`src/rtl/csa_tree_pipelined_adder.sv`:
```
// Pipelined multi-operand adder built from 3:2 carry-save levels.
// Each CSA level is followed by a register stage. A registered
// carry-lookahead adder then sums the last two rows. Latency is L+1 cycles,
// throughput is one operand set per cycle, and stalls are global.
//
// Ports:
//   clk, rst_n          clock; asynchronous active-low reset
//   flush               synchronous kill of all in-flight transactions
//   in_valid/in_ready   input handshake (in_ready = !stall)
//   in_signed           1: operands are two's complement, 0: unsigned
//   in_tag              opaque tag returned with the result
//   in_ops              NUM_OPS operands of N bits
//   out_valid/out_ready output handshake
//   out_sum             sum modulo 2^OUT_W
//   out_tag             tag of the result
//   busy                any stage holds a valid transaction
module csa_tree_pipelined_adder #(
  parameter int unsigned NUM_OPS = 9,
  parameter int unsigned N       = 32,
  parameter int unsigned OUT_W   = N + $clog2(NUM_OPS),
  parameter int unsigned TAG_W   = 4
) (
  input  logic                          clk,
  input  logic                          rst_n,
  input  logic                          flush,
  input  logic                          in_valid,
  output logic                          in_ready,
  input  logic                          in_signed,
  input  logic [TAG_W-1:0]              in_tag,
  input  logic [NUM_OPS-1:0][N-1:0]     in_ops,
  output logic                          out_valid,
  input  logic                          out_ready,
  output logic [OUT_W-1:0]              out_sum,
  output logic [TAG_W-1:0]              out_tag,
  output logic                          busy
);

  // Row count after lvl CSA levels (lvl = 0 is the operand set itself).
  function automatic int unsigned rows_at(input int unsigned lvl);
    int unsigned m;
    m = NUM_OPS;
    for (int unsigned i = 0; i < lvl; i++) m = m - m / 3;
    return m;
  endfunction

  function automatic int unsigned num_levels();
    int unsigned m;
    int unsigned l;
    m = NUM_OPS;
    l = 0;
    while (m > 2) begin
      m = m - m / 3;
      l++;
    end
    return l;
  endfunction

  // Row offset of level lvl (1-based) inside the flat registered row vector.
  function automatic int unsigned reg_off(input int unsigned lvl);
    int unsigned o;
    o = 0;
    for (int unsigned i = 1; i < lvl; i++) o = o + rows_at(i);
    return o;
  endfunction

  localparam int unsigned L   = num_levels();
  localparam int unsigned TOT = reg_off(L + 1);
  localparam int unsigned FB  = reg_off(L);

  logic [NUM_OPS*OUT_W-1:0]         ext;
  logic [TOT*OUT_W-1:0]             rows_d, rows_q;
  logic [(NUM_OPS+TOT)*OUT_W-1:0]   all_rows;
  logic [OUT_W-1:0]                 sum_d, sum_q;
  logic [L:0]                       vld_q;
  logic [L:0][TAG_W-1:0]            tag_q;
  logic                             stall;

  assign stall     = vld_q[L] & ~out_ready;
  assign in_ready  = ~stall;
  assign out_valid = vld_q[L];
  assign out_sum   = sum_q;
  assign out_tag   = tag_q[L];
  assign busy      = |vld_q;

  always_comb begin
    ext = '0;
    for (int unsigned i = 0; i < NUM_OPS; i++) begin
      if (in_signed) ext[i*OUT_W +: OUT_W] = OUT_W'($signed(in_ops[i]));
      else           ext[i*OUT_W +: OUT_W] = OUT_W'(in_ops[i]);
    end
  end

  // Operand rows occupy the bottom of the vector; registered level k rows follow.
  assign all_rows = {rows_q, ext};

  always_comb begin : p_csa
    int unsigned      ib, ob, mi;
    logic [OUT_W-1:0] a, b, c;
    ib     = 0;
    ob     = 0;
    mi     = 0;
    a      = '0;
    b      = '0;
    c      = '0;
    rows_d = '0;
    for (int unsigned k = 1; k <= L; k++) begin
      ib = (k == 1) ? 0 : NUM_OPS + reg_off(k - 1);
      ob = reg_off(k);
      mi = rows_at(k - 1);
      for (int unsigned g = 0; g < mi / 3; g++) begin
        a = all_rows[(ib + 3*g)     * OUT_W +: OUT_W];
        b = all_rows[(ib + 3*g + 1) * OUT_W +: OUT_W];
        c = all_rows[(ib + 3*g + 2) * OUT_W +: OUT_W];
        rows_d[(ob + 2*g)     * OUT_W +: OUT_W] = a ^ b ^ c;
        rows_d[(ob + 2*g + 1) * OUT_W +: OUT_W] = ((a & b) | (a & c) | (b & c)) << 1;
      end
      // Leftover rows that did not fill a triple pass through unchanged.
      for (int unsigned r = 0; r < mi % 3; r++) begin
        rows_d[(ob + 2*(mi/3) + r) * OUT_W +: OUT_W] =
          all_rows[(ib + 3*(mi/3) + r) * OUT_W +: OUT_W];
      end
    end
  end

  // Final add: parallel-prefix (Kogge-Stone) carry lookahead, carry-in 0.
  always_comb begin : p_cla
    logic [OUT_W-1:0] x, y, p, gn, pn;
    x  = rows_q[FB * OUT_W +: OUT_W];
    y  = rows_q[(FB + 1) * OUT_W +: OUT_W];
    p  = x ^ y;
    gn = x & y;
    pn = p;
    for (int unsigned d = 1; d < OUT_W; d = d << 1) begin
      gn = gn | (pn & (gn << d));
      pn = pn & (pn << d);
    end
    sum_d = p ^ (gn << 1);
  end

  always_ff @(posedge clk or negedge rst_n) begin
    if (!rst_n) begin
      vld_q  <= '0;
      tag_q  <= '0;
      rows_q <= '0;
      sum_q  <= '0;
    end else begin
      // Flush beats stall; bubbles advance like any other slot.
      if (flush)       vld_q <= '0;
      else if (!stall) vld_q <= {vld_q[L-1:0], in_valid};
      if (!stall) begin
        tag_q  <= {tag_q[L-1:0], in_tag};
        rows_q <= rows_d;
        sum_q  <= sum_d;
      end
    end
  end

endmodule
```
`config.mk`:
```
export PLATFORM = sky130hd
export DESIGN_NAME = csa_tree_pipelined_adder
export DESIGN_NICKNAME = d
export VERILOG_FILES = /design/src/rtl/csa_tree_pipelined_adder.sv
export SDC_FILE = /design/constraint.sdc
export NUM_CORES = 1
export LEC_CHECK = 0
export ABC_AREA = 1
export CORE_MARGIN = 4
export CORE_UTILIZATION = 57
export DETAILED_ROUTE_END_ITERATION = 8
export GPL_TIMING_DRIVEN = 0
export MAX_ROUTING_LAYER = met4
export PLACE_DENSITY_LB_ADDON = 0.1
export SETUP_SLACK_MARGIN = 0.3
export SYNTH_ARGS = -nofsm -noshare
export SYNTH_HDL_FRONTEND = slang
export SYNTH_SLANG_ARGS = --single-unit
```
`constraint.sdc`:
```
create_clock -name clk -period 2.7 [get_ports clk]
set_clock_uncertainty 0.2 [all_clocks]
set_input_delay 0.27 -clock clk [delete_from_list [all_inputs] [get_ports clk]]
set_output_delay 0.27 -clock clk [all_outputs]
set_load 0.02 [all_outputs]
```
After elaboration in Yosys (flattened, before gate mapping). Cells that the tools add are included.

Word-level logic and storage cells: 93. Bits of input ports: 298. Register bits after elaboration: 593. Output and inout bits: 43.

Reductions and logical operators: 1. Bitwise operators: 72. Equal/unequal tests: 1. Muxes and demuxes: 11.

Operators with widths (count): bitwise AND 35 bit (33); bitwise OR 35 bit (20); bitwise XOR 36 bit (16); two-way mux 36 bit (9); two-way mux 5 bit (2); OR reduction 5 bit (1); inequality test 2 bit, second input constant (1); NOT 1 bit (2); bitwise AND 1 bit (1).

Logic depth before layout (Yosys ltp). Gate-level depths: netlist of the first run.

Depth in word-level cells: 14. Depth in mapped cells: 14. Depth with buffers taken out: 14.

Least setup slack after synthesis of the first run. No wires, ideal clock.

Path kind: reg-to-reg. Start point: register rows_q[470]. End point: register sum_q[32] (netlist: out_sum[32]). Library setup time: 0.118 ns. Slack: 0.679 ns. Arrival time: 1.703 ns. Cell stages (with the launch flop): 13. Period minus slack after synthesis: 2.021 ns. Data required time: 2.382 ns. Path through: dfrtp_1 > ha_1 > fa_1 > nand2_1 > o21ai_2 > nand2_1 > nand2_2 > nand2_1 > nand2_2 > nand2_1 > nand3_1 > nand3_1 > nand2_1.

Cells in the longest elaborated chain, start to end: 12.

Ends and longest elaborated chain: start: declaration (line 71) `logic [TOT*OUT_W-1:0] rows_d, rows_q;`; start signal: assignment (line 152) `rows_q <= rows_d;`; bitwise AND 35 bit / bitwise XOR 36 bit (equally long branches) (line 131, 130); bitwise AND 35 bit (on tied branches) (line 134, 135); bitwise OR 35 bit / bitwise AND 35 bit (equally long branches) (line 134) `gn = gn | (pn & (gn << d));`; bitwise OR 35 bit (line 134); bitwise AND 35 bit (line 134); bitwise OR 35 bit (line 134); bitwise AND 35 bit (line 134); bitwise OR 35 bit (line 134); bitwise AND 35 bit (line 134); bitwise OR 35 bit (line 134); bitwise OR 35 bit * (line 134); bitwise XOR 36 bit * (line 137) `sum_d = p ^ (gn << 1);`; end signal: assignment (line 153) `sum_q <= sum_d;`; end: declaration (line 73) `logic [OUT_W-1:0] sum_d, sum_q;`.

Mark *: on every way between the ends. The rest lies on a longest branch, timed or not. A chain may end at the register's enable or synchronous reset.

Final worst setup path of the first run.
Start point: register vld_q[4]. End point: output in_ready.

Cells in the longest elaborated chain, start to end: 2.

Ends and longest elaborated chain: start: declaration (line 74) `logic [L:0] vld_q;`; start signal: assignment (line 149) `else if (!stall) vld_q <= {vld_q[L-1:0], in_valid};`; bitwise AND 1 bit (line 78) `assign stall = vld_q[L] & ~out_ready;`; NOT 1 bit (line 79) `assign in_ready = ~stall;`; end: declaration (line 27) `output logic in_ready,`.

Every way passes these cells.

==> metrics.txt, run 1 <==
status finished with violations; failing checks hold timing; GPL Wtd Cong 0.9101; finished layout cell area 0.03479 mm2; initial antenna violation count 1; WP data arrival 1.93 ns; routed wire length 81.27 mm; largest cells by area after synthesis dfrtp_1, nand2_1, fa_1, o21ai_0, inv_1; Die ar. 0.05317 mm2; pin count of the biggest net entering global routing 132; CTS tree built; final worst path period share 89.00%; gr usage total 32.19%; RSZ-0062 raised after global routing true; final hold vios 91; WHS -0.5456 ns; Post-Syn Area 0.02824 mm2; Ant. Diodes 0; flop2flop setup slack 0.36 ns; vias in the first global route 23840; Synth Area in XOR/XNOR 0.3411%; initial drt markers 1736; drt first pass iters 5; htree depth 2; Syn Inst Count 3068; Relative slew margins 49.66%; GRT overflow 0; Reg-to-Reg End rows_q[431]$_DFFE_PN0N_; layer with the highest usage met2; layout cell share with drive strength beyond 1 7.212%; Tmin final 2.403 ns; crit start category register; Max Slew Vio Count 0; IO buf count 339; global-route wire length before repair 129.1 mm; CTS Root Buffer Type clkbuf_16; Worst-Skew Late Latency 0.63 ns; Crit Path Class reg -> out; Core Box Area 0.04895 mm2; DRC 0; antenna-violating nets left 0; endpoints failing setup 0; Synth Area in Adders 18.11%; Cell Area, Placed 0.03258 mm2; Starting Density 57.69%; crit end category output pin; # IOs 341; Synthesized Nets 3635; Synth-to-Final Area Change 23.18%; reg2reg start vld_q[4]$_DFFE_PN0P_; hold crit path type in -> async; CTS sink count 567; complex-gate fraction of the synthesized area 3.048%; post-synthesis mux area share 0%; met2 global-route usage 51.92%; Vias 22020; CP Max Fanout 10; Max-cap violations 0; Nets 4041; main combinational cell family by area after synthesis simple AND/OR/NAND/NOR gates; f_max 0.4161 GHz; worst-margin pin slew 0.7552 ns; vias per std cell 5.261; fin util 71.07%; Seq/Total Area, Yosys 50.24%; Clk pin slew, worst setup/hold paths 0.06 ns; row count 81; post-synth top area share 50.24%; FF-to-FF path depth 7; TritonCTS buffer count 59; Power Density 984.7 mW/mm2; post-synthesis cell type with the largest combined area dfrtp_1; Peak VDD IR 0.5604 mV; met3 Use GR 6.256%; #FFs+latches synth 567; Worst Path Required 2.23 ns; dpl hpwl 61.80 mm; Max Root-Sink Buffers 3; Synth Area in Simple Gates 24.15%; routed len/inst 19.41 um; grt met1 use 42.59%; die width 230.6 um; Avg Inst Size Synth 9.205 um2; Synth cell types 32; die height 230.6 um; leak pwr 17.20 nW; # hold bufs at CTS 1; yosys warns 0
timing repair:
action | 4_1_cts | 5_1_grt
resized for setup | 15 | 45
setup buffers | 0 | 1
setup endpoints to repair | 55 | 63
gates cloned | 0 | 0
pin swaps | 0 | 1
endpoints found under the hold margin | 92 | 91
layout make-up:
type                       count  area, um2
buffer                       130      660.6
sequential                   567      14190
fill                        3769      14160
clock inverter                26      317.8
inverter                     144      540.5
timing repair buffer         345       3523
tap                          664      830.8
multi-input combinational   2227      13010
clock buffer                  83       1718
where the power goes:
group          internal [mW]  switching, mW  leakage [nW]
Combinational           5.09           7.79          9.55
Clock                   5.01           3.47          1.01
Sequential              11.0           1.88          6.64
layout by cell type (no fill, tap or decap), types with 34 or more instances in the layout:
| master | count |
|---|---|
| a21oi_1 | 34 |
| buf_2 | 86 |
| clkbuf_1 | 39 |
| clkbuf_16 | 60 |
| clkdlybuf4s50_1 | 336 |
| dfrtp_1 | 567 |
| fa_1 | 232 |
| inv_1 | 141 |
| nand2_1 | 1646 |
| nand3_1 | 44 |
| nor2_1 | 52 |
| o21ai_0 | 111 |
worst max-delay path, cell delays in order (launching register included):
cell	delay (ns)
dfrtp_1	0.37
inv_1	0.07
nor2_4	0.19
inv_1	0.12
buf_8	0.18
clkbuf_8	0.19
buf_2	0.18
registers in the layout (all words and copies together) (netlist names):
name	flops
out_tag	4
vld_q	5
out_sum	36
rows_q	506
tag_q	16
per-layer routing:
layer | vias up | share of wire (%)
met5 | - | 0
met4 | 0 | 2.8
met3 | 153 | 7.1
met2 | 786 | 49
met1 | 10920 | 41
li1 | 10160 | -
how the worst max path moves through the flow:
stage | startpoint | cells after the start | slack (ns) | to
2_1_floorplan | rows_q[470]$_DFFE_PN0N_ | 12 | 0.68 | out_sum[32]$_DFFE_PN0N_
3_3_place_gp | rst_n | 1 | -22.71 | rows_q[203]$_DFFE_PN0N_
3_5_place_dp | out_ready | 6 | -0.71 | in_ready
4_1_cts | vld_q[4]$_DFFE_PN0P_ | 6 | 0.19 | in_ready
5_1_grt | vld_q[4]$_DFFE_PN0P_ | 6 | 0.24 | in_ready
6_report | vld_q[4]$_DFFE_PN0P_ | 6 | 0.30 | in_ready
per-stage QoR:
step                worst slack, ns  instances  hold slack, ns  setup TNS (ns)  total power, mW
finish                       0.2970       4186         -0.5456               0            34.26
global route                 0.2357       4186         -0.4865               0            36.66
CTS                          0.1859       4185         -0.5234               0            34.00
detailed placement          -0.7103       4075          0.1406          -7.908            25.39
global placement             -22.71       4071          0.2495               -            25.13
floorplan                    0.6794       3068         -0.2256               0            20.41
cell usage after synthesis:
master,n
nand3b_1,2
nor3_1,10
clkbuf_1,34
inv_1,141
ha_1,36
fa_1,233
buf_2,92
or2_1,1
nor2_2,3
clkinv_1,1
o21ai_1,4
o21ai_4,1
nand2_2,6
nand4_1,7
or2_2,1
buf_4,4
inv_2,2
a21oi_2,1
xnor2_1,6
nand3_2,2
o21ai_2,1
nand3_1,44
dfrtp_1,567
a21o_1,1
xor2_1,5
o21a_1,1
o21bai_1,4
a21oi_1,39
nor2_1,60
o21ai_0,112
a31oi_1,1
nand2_1,1646
logic make-up after synthesis:
group / count (synthesis)
DFF: 567
AOI/OAI and AO/OA: 165
buffers and inverters: 274
xor gates and xnor gates: 11
and+or+nand+nor: 1782
adders and majority gates: 269
No activity file was read; power rests on OpenSTA's default activity.
==> run 2: changes to the inputs <==
CTS_CLUSTER_SIZE = 16   (was not set)
PLACE_DENSITY = 0.81   (was not set)
PLACE_DENSITY_LB_ADDON = not set   (was 0.1)
==> run 2 against run 1 <==
Net effect:
- the run still ends with hold timing left
- die area is the same
- clock-buffer cell count shrank 9
- critical endpoint is now rows_q[281]$_DFFE_PN0N_
- highest routed layer unchanged
- critical path type is now reg -> reg
- core utilization shrank 0.34 points
==> metrics.txt, run 2 (same netlist as run 1, synthesis figures left out) <==
status finished with violations; failing checks hold timing; Cell Area, Placed 0.03258 mm2 (unchanged); row count 81 (unchanged); Starting Density 57.69% (unchanged); Worst-Skew Late Latency 0.62 ns (about the same); crit end category register; Power Density 972.3 mW/mm2 (-1.3%); final worst path period share 89.06% (about the same); finished layout cell area 0.03462 mm2 (-0.48%); worst-margin pin slew 0.8839 ns (+0.1287 ns); max layer used met4; htree depth 2 (unchanged); die height 230.6 um (unchanged); routed len/inst 19.66 um (+1.3%); Max Root-Sink Buffers 3 (unchanged); Vias 22590 (+2.6%); WL met3 6.203 mm (+7.6%); WP data arrival 2.76 ns (+0.83 ns); GRT overflow 0 (unchanged); global-route wire length before repair 130.5 mm (+1.1%); Max-cap violations 0 (unchanged); post-route worst setup slack 0.2953 ns (-0.001687 ns); initial antenna violation count 1 (unchanged); CP Max Fanout 10 (unchanged); WHS -0.5882 ns (-0.04263 ns); crit start category register; CTS Root Buffer Type clkbuf_16; Relative slew margins 41.08% (-8.6 points); post-route setup TNS 0 ns (unchanged); Synth-to-Final Area Change 22.59%; Nets 4039 (-0.049%); WL met1 33.15 mm (-1.3%); Worst Path Required 3.05 ns (+0.82 ns); hold crit path type in -> async; GPL Wtd Cong 0.9502 (+4.4%); most common cell after layout, fill and taps aside nand2_1; endpoints failing setup 0 (unchanged); Die ar. 0.05317 mm2 (unchanged); vias per std cell 5.403 (+2.7%); commonest cells after routing, fill and taps aside nand2_1, dfrtp_1, clkdlybuf4s50_1, fa_1, inv_1; # hold bufs at CTS 2 (+1); max reg flops 506 (unchanged); die width 230.6 um (unchanged); layout cell share with drive strength beyond 1 7.082% (-0.13 points); Clk pin slew, worst setup/hold paths 0.06 ns (about the same); final hold vios 173 (+90%); antenna-violating nets left 0 (unchanged); Crit Path Class reg -> reg; TritonCTS buffer count 56 (-5.1%); pin count of the biggest net entering global routing 137 (+3.8%); fin util 70.73% (-0.34 points); Max Slew Vio Count 0 (unchanged); leak pwr 17.10 nW (-0.57%); vias in the first global route 24340 (+2.1%); Top reg by flops rows_q; Tmin final 2.405 ns (+0.001687 ns); gr usage total 32.47% (+0.28 points); f_max 0.4159 GHz (about the same); Peak VDD IR 0.4987 mV (-11%); IO buf count 339 (unchanged); routed wire length 82.21 mm (+1.2%); pre-CTS setup slack -0.6601 ns (+0.05023 ns); # IOs 341 (unchanged); RSZ-0062 raised after global routing true; Core Box Area 0.04895 mm2 (unchanged); CTS tree built; DRC 0 (unchanged); drt first pass iters 5 (unchanged); dpl hpwl 62.71 mm (+1.5%); CTS sink count 567 (unchanged); Layout fillers 3577 (-5.1%); FF-to-FF path depth 8 (+1); DR WL met2 39.60 mm (-0.16%); initial drt markers 1985 (+14%)
[run 2: routing by layer]
metal,GRT usage (%),vias to the layer above
li1,-,10140
met1,42.41,11250
met2,51.50,1001
met3,6.318,204
met4,11.91,0
met5,-,-
[run 2: area by class of cell]
class / instances / area, um2 / area share [%]
Sequential cell: 567 / 14190 / 40.98
Multi-Input combinational cell: 2227 / 12990 / 37.51
Timing Repair Buffer: 346 / 3533 / 10.21
Clock buffer: 74 / 1580 / 4.565
Tap cell: 664 / 830.8 / 2.400
Buffer: 130 / 656.9 / 1.897
Inverter: 144 / 540.5 / 1.561
Clock inverter: 28 / 301.5 / 0.8710
Antenna cell: 1 / 2.502 / 0.007228
[run 2: power by group]
part / internal (mW) / switching (mW) / total [mW]
sequential: 11.0 / 1.92 / 12.9
clock: 4.52 / 3.43 / 7.95
combinational: 5.10 / 7.69 / 12.8
total: 20.6 / 13.0 / 33.7
[run 2: worst max-delay path: stages (launching register included)]
cell and delay (ns):
dfrtp_1 0.40, inv_1 0.11, nor2_4 0.07, inv_2 0.10, buf_2 0.42, clkbuf_4 0.41, buf_2 0.41, nand2_1 0.14
nand2_1 0.10
[run 2: final timing paths]
kind / slack, ns / end / startpoint
max: 0.30 / rows_q[281]$_DFFE_PN0N_ / vld_q[4]$_DFFE_PN0P_
min: -0.59 / out_sum[33]$_DFFE_PN0N_ / rst_n
max reg2reg: 0.30 / rows_q[281]$_DFFE_PN0N_ / vld_q[4]$_DFFE_PN0P_
min reg2reg: 0.27 / tag_q[15]$_DFFE_PN0N_ / tag_q[11]$_DFFE_PN0N_
max in group asynchronous: 0.82 / rows_q[82]$_DFFE_PN0N_ / rst_n
min in group clk: 0.02 / tag_q[0]$_DFFE_PN0N_ / in_tag[0]
[run 2: through the flow]
step,instances,power (mW)
final,4181,33.66
after global routing,4181,36.11
after CTS,4179,33.37
after detailed placement,4075,25.31
after global placement,4071,24.91
after floorplan,3068,20.41
[run 2: what timing repair did]
item | 4_1_cts | 5_1_grt
pin swaps | 0 | 1
setup endpoints to repair | 51 | 72
gates resized for setup | 14 | 39
hold endpoints to repair | 101 | 86
setup buffers | 0 | 1
==> run 3: changes to the inputs <==
CORE_ASPECT_RATIO = 0.6   (was not set)
CORE_UTILIZATION = 50   (was 57)
PLACE_DENSITY = 0.73   (was 0.81)
==> run 3 against run 2 <==
Net effect:
- the run still ends with hold timing left
- setup slack worse by 0.032 ns
- clock power decreased by 3.8%
- first-iteration DRC count rose by 10%
- register-to-register slack better by 0.03 ns
- core utilization fell by 8.8 points
- wire length decreased by 2.2%
- combinational power about the same
- critical endpoint is now in_ready
- highest routed layer unchanged
==> metrics.txt, run 3 (same netlist as run 1, synthesis figures left out) <==
Synth-to-Final Area Change 22.40%; Crit Path Class reg -> out; Reg-to-Reg End rows_q[240]$_DFFE_PN0N_; crit start category register; Top reg by flops rows_q; DRC 0 (unchanged); Worst-Skew Late Latency 0.61 ns (about the same); final hold vios 204 (+18%); Power Density 969.2 mW/mm2 (-0.32%); Layout fillers 4731 (+32%); htree depth 2 (unchanged); CP Launch Point vld_q[4]$_DFFE_PN0P_; Tmin final 2.436 ns (+0.03180 ns); worst-margin pin slew 0.8785 ns (-0.005366 ns); # IOs 341 (unchanged); drt first pass iters 6 (+1); f_max 0.4104 GHz (-1.3%); initial antenna violation count 5 (+4); Vias 21800 (-3.5%); final worst path period share 90.24% (+1.2 points); WP data arrival 1.97 ns (-0.79 ns); most common cell after layout, fill and taps aside nand2_1; CTS tree built; vias per std cell 5.102 (-5.6%); FF-to-FF path depth 8 (unchanged); area of the multi-input gates 0.01294 mm2 (-0.38%); Die ar. 0.06047 mm2 (+14%); dpl hpwl 62.36 mm (-0.56%); TritonCTS buffer count 52 (-7.1%); post-route setup TNS 0 ns (unchanged); WHS -0.5997 ns (-0.01149 ns); CTS Root Buffer Type clkbuf_16; CP Max Fanout 10 (unchanged); vias in the first global route 22180 (-8.9%); GRT overflow 0 (unchanged); die height 192.1 um (-17%); Relative slew margins 41.43% (+0.36 points); Nets 4034 (-0.12%); initial drt markers 2187 (+10%); routed len/inst 18.81 um (-4.4%); crit end category output pin; row count 67 (-17%); Peak VDD IR 0.5221 mV (+4.7%); Max Slew Vio Count 0 (unchanged); antenna-violating nets left 0 (unchanged); Max-cap violations 0 (unchanged); routed wire length 80.37 mm (-2.2%); CTS sink count 567 (unchanged); failing checks hold timing; commonest cells after routing, fill and taps aside nand2_1, dfrtp_1, clkdlybuf4s50_1, fa_1, inv_1; status finished with violations; area occupied by registers 0.01419 mm2 (unchanged); IO buf count 339 (unchanged); Starting Density 50.58% (-7.1 points); leak pwr 17.05 nW (-0.32%); Core Box Area 0.05583 mm2 (+14%); total power 33.50 mW (-0.48%); GPL Wtd Cong 0.9645 (+1.5%); reg2reg start vld_q[4]$_DFFE_PN0P_; Clk pin slew, worst setup/hold paths 0.07 ns (about the same); max reg flops 506 (unchanged); layout cell share with drive strength beyond 1 6.184% (-0.90 points); die width 314.8 um (+37%); endpoints failing setup 0 (unchanged); gr usage total 27.96% (-4.5 points); RSZ-0062 raised after global routing true; Worst Path Required 2.23 ns (-0.82 ns); Max Root-Sink Buffers 3 (unchanged); hold crit path type in -> async; global-route wire length before repair 125.5 mm (-3.8%); pin count of the biggest net entering global routing 124 (-9.5%); flop2flop setup slack 0.33 ns (+0.03 ns)
==> run 3: cell types whose count changed in the layout (fill, tap and decap cells not counted), sizes merged <==
| cell | change |
|---|---|
| buf | -3 |
| bufinv | +1 |
| clkinvlp | -4 |
| diode | +4 |
| clkbuf | +9 |
| clkinv | -8 |
| dlygate4sd3 | -2 |
==> run 3: critical path: stages, from the launching register on <==
cell      delay, ns
dfrtp_1        0.37
inv_1          0.07
nor2_4         0.20
inv_1          0.12
clkbuf_8       0.22
clkbuf_8       0.19
buf_2          0.17
==> run 3: layout make-up <==
type | instances | area share (%)
Buffer | 130 | 1.918
Antenna cell | 5 | 0.03620
Clock buffer | 79 | 4.322
Tap cell | 759 | 2.747
Timing Repair Buffer | 345 | 10.20
Clock inverter | 17 | 0.7348
Sequential cell | 567 | 41.05
Inverter | 144 | 1.564
Multi-Input combinational cell | 2227 | 37.43
==> run 3: where the power goes <==
group | internal (mW) | leakage, nW | total (mW) | switching, mW
Combinational | 5.11 | 9.56 | 13.0 | 7.84
Sequential | 11.0 | 6.64 | 12.9 | 1.89
Clock | 4.32 | 0.843 | 7.65 | 3.34
==> run 3: per-stage QoR <==
step	instance area (um2)	utilization [%]	std cells	setup slack, ns
floorplan	28240	-	3068	0.6794
global placement	32580	58.36	4166	-23.79
detailed placement	32700	58.57	4170	-0.6722
CTS	34480	61.76	4267	0.2738
global route	34570	61.91	4273	0.1667
finish	34570	61.91	4273	0.2635
==> run 3: layer usage <==
layer,track usage [%],part of all wire (%),vias to the layer above
met5,-,0,-
met4,5.331,1.7,0
met3,7.322,10,94
met2,37.79,40,867
met1,42.82,48,10670
li1,-,-,10170
==> run 3: worst max-delay path by stage <==
stage	slack, ns	cells after the start	endpoint
after floorplan	0.68	12	out_sum[32]$_DFFE_PN0N_
after global placement	-23.79	1	rows_q[131]$_DFFE_PN0N_
after detailed placement	-0.67	6	in_ready
after CTS	0.27	6	in_ready
after global routing	0.17	6	in_ready
final	0.26	6	in_ready
==> run 3: repair_timing <==
item	4_1_cts	5_1_grt
hold endpoints to repair	94	94
setup buffers	1	1
resized for setup	14	28
pin swaps	1	1
setup endpoints to repair	64	188
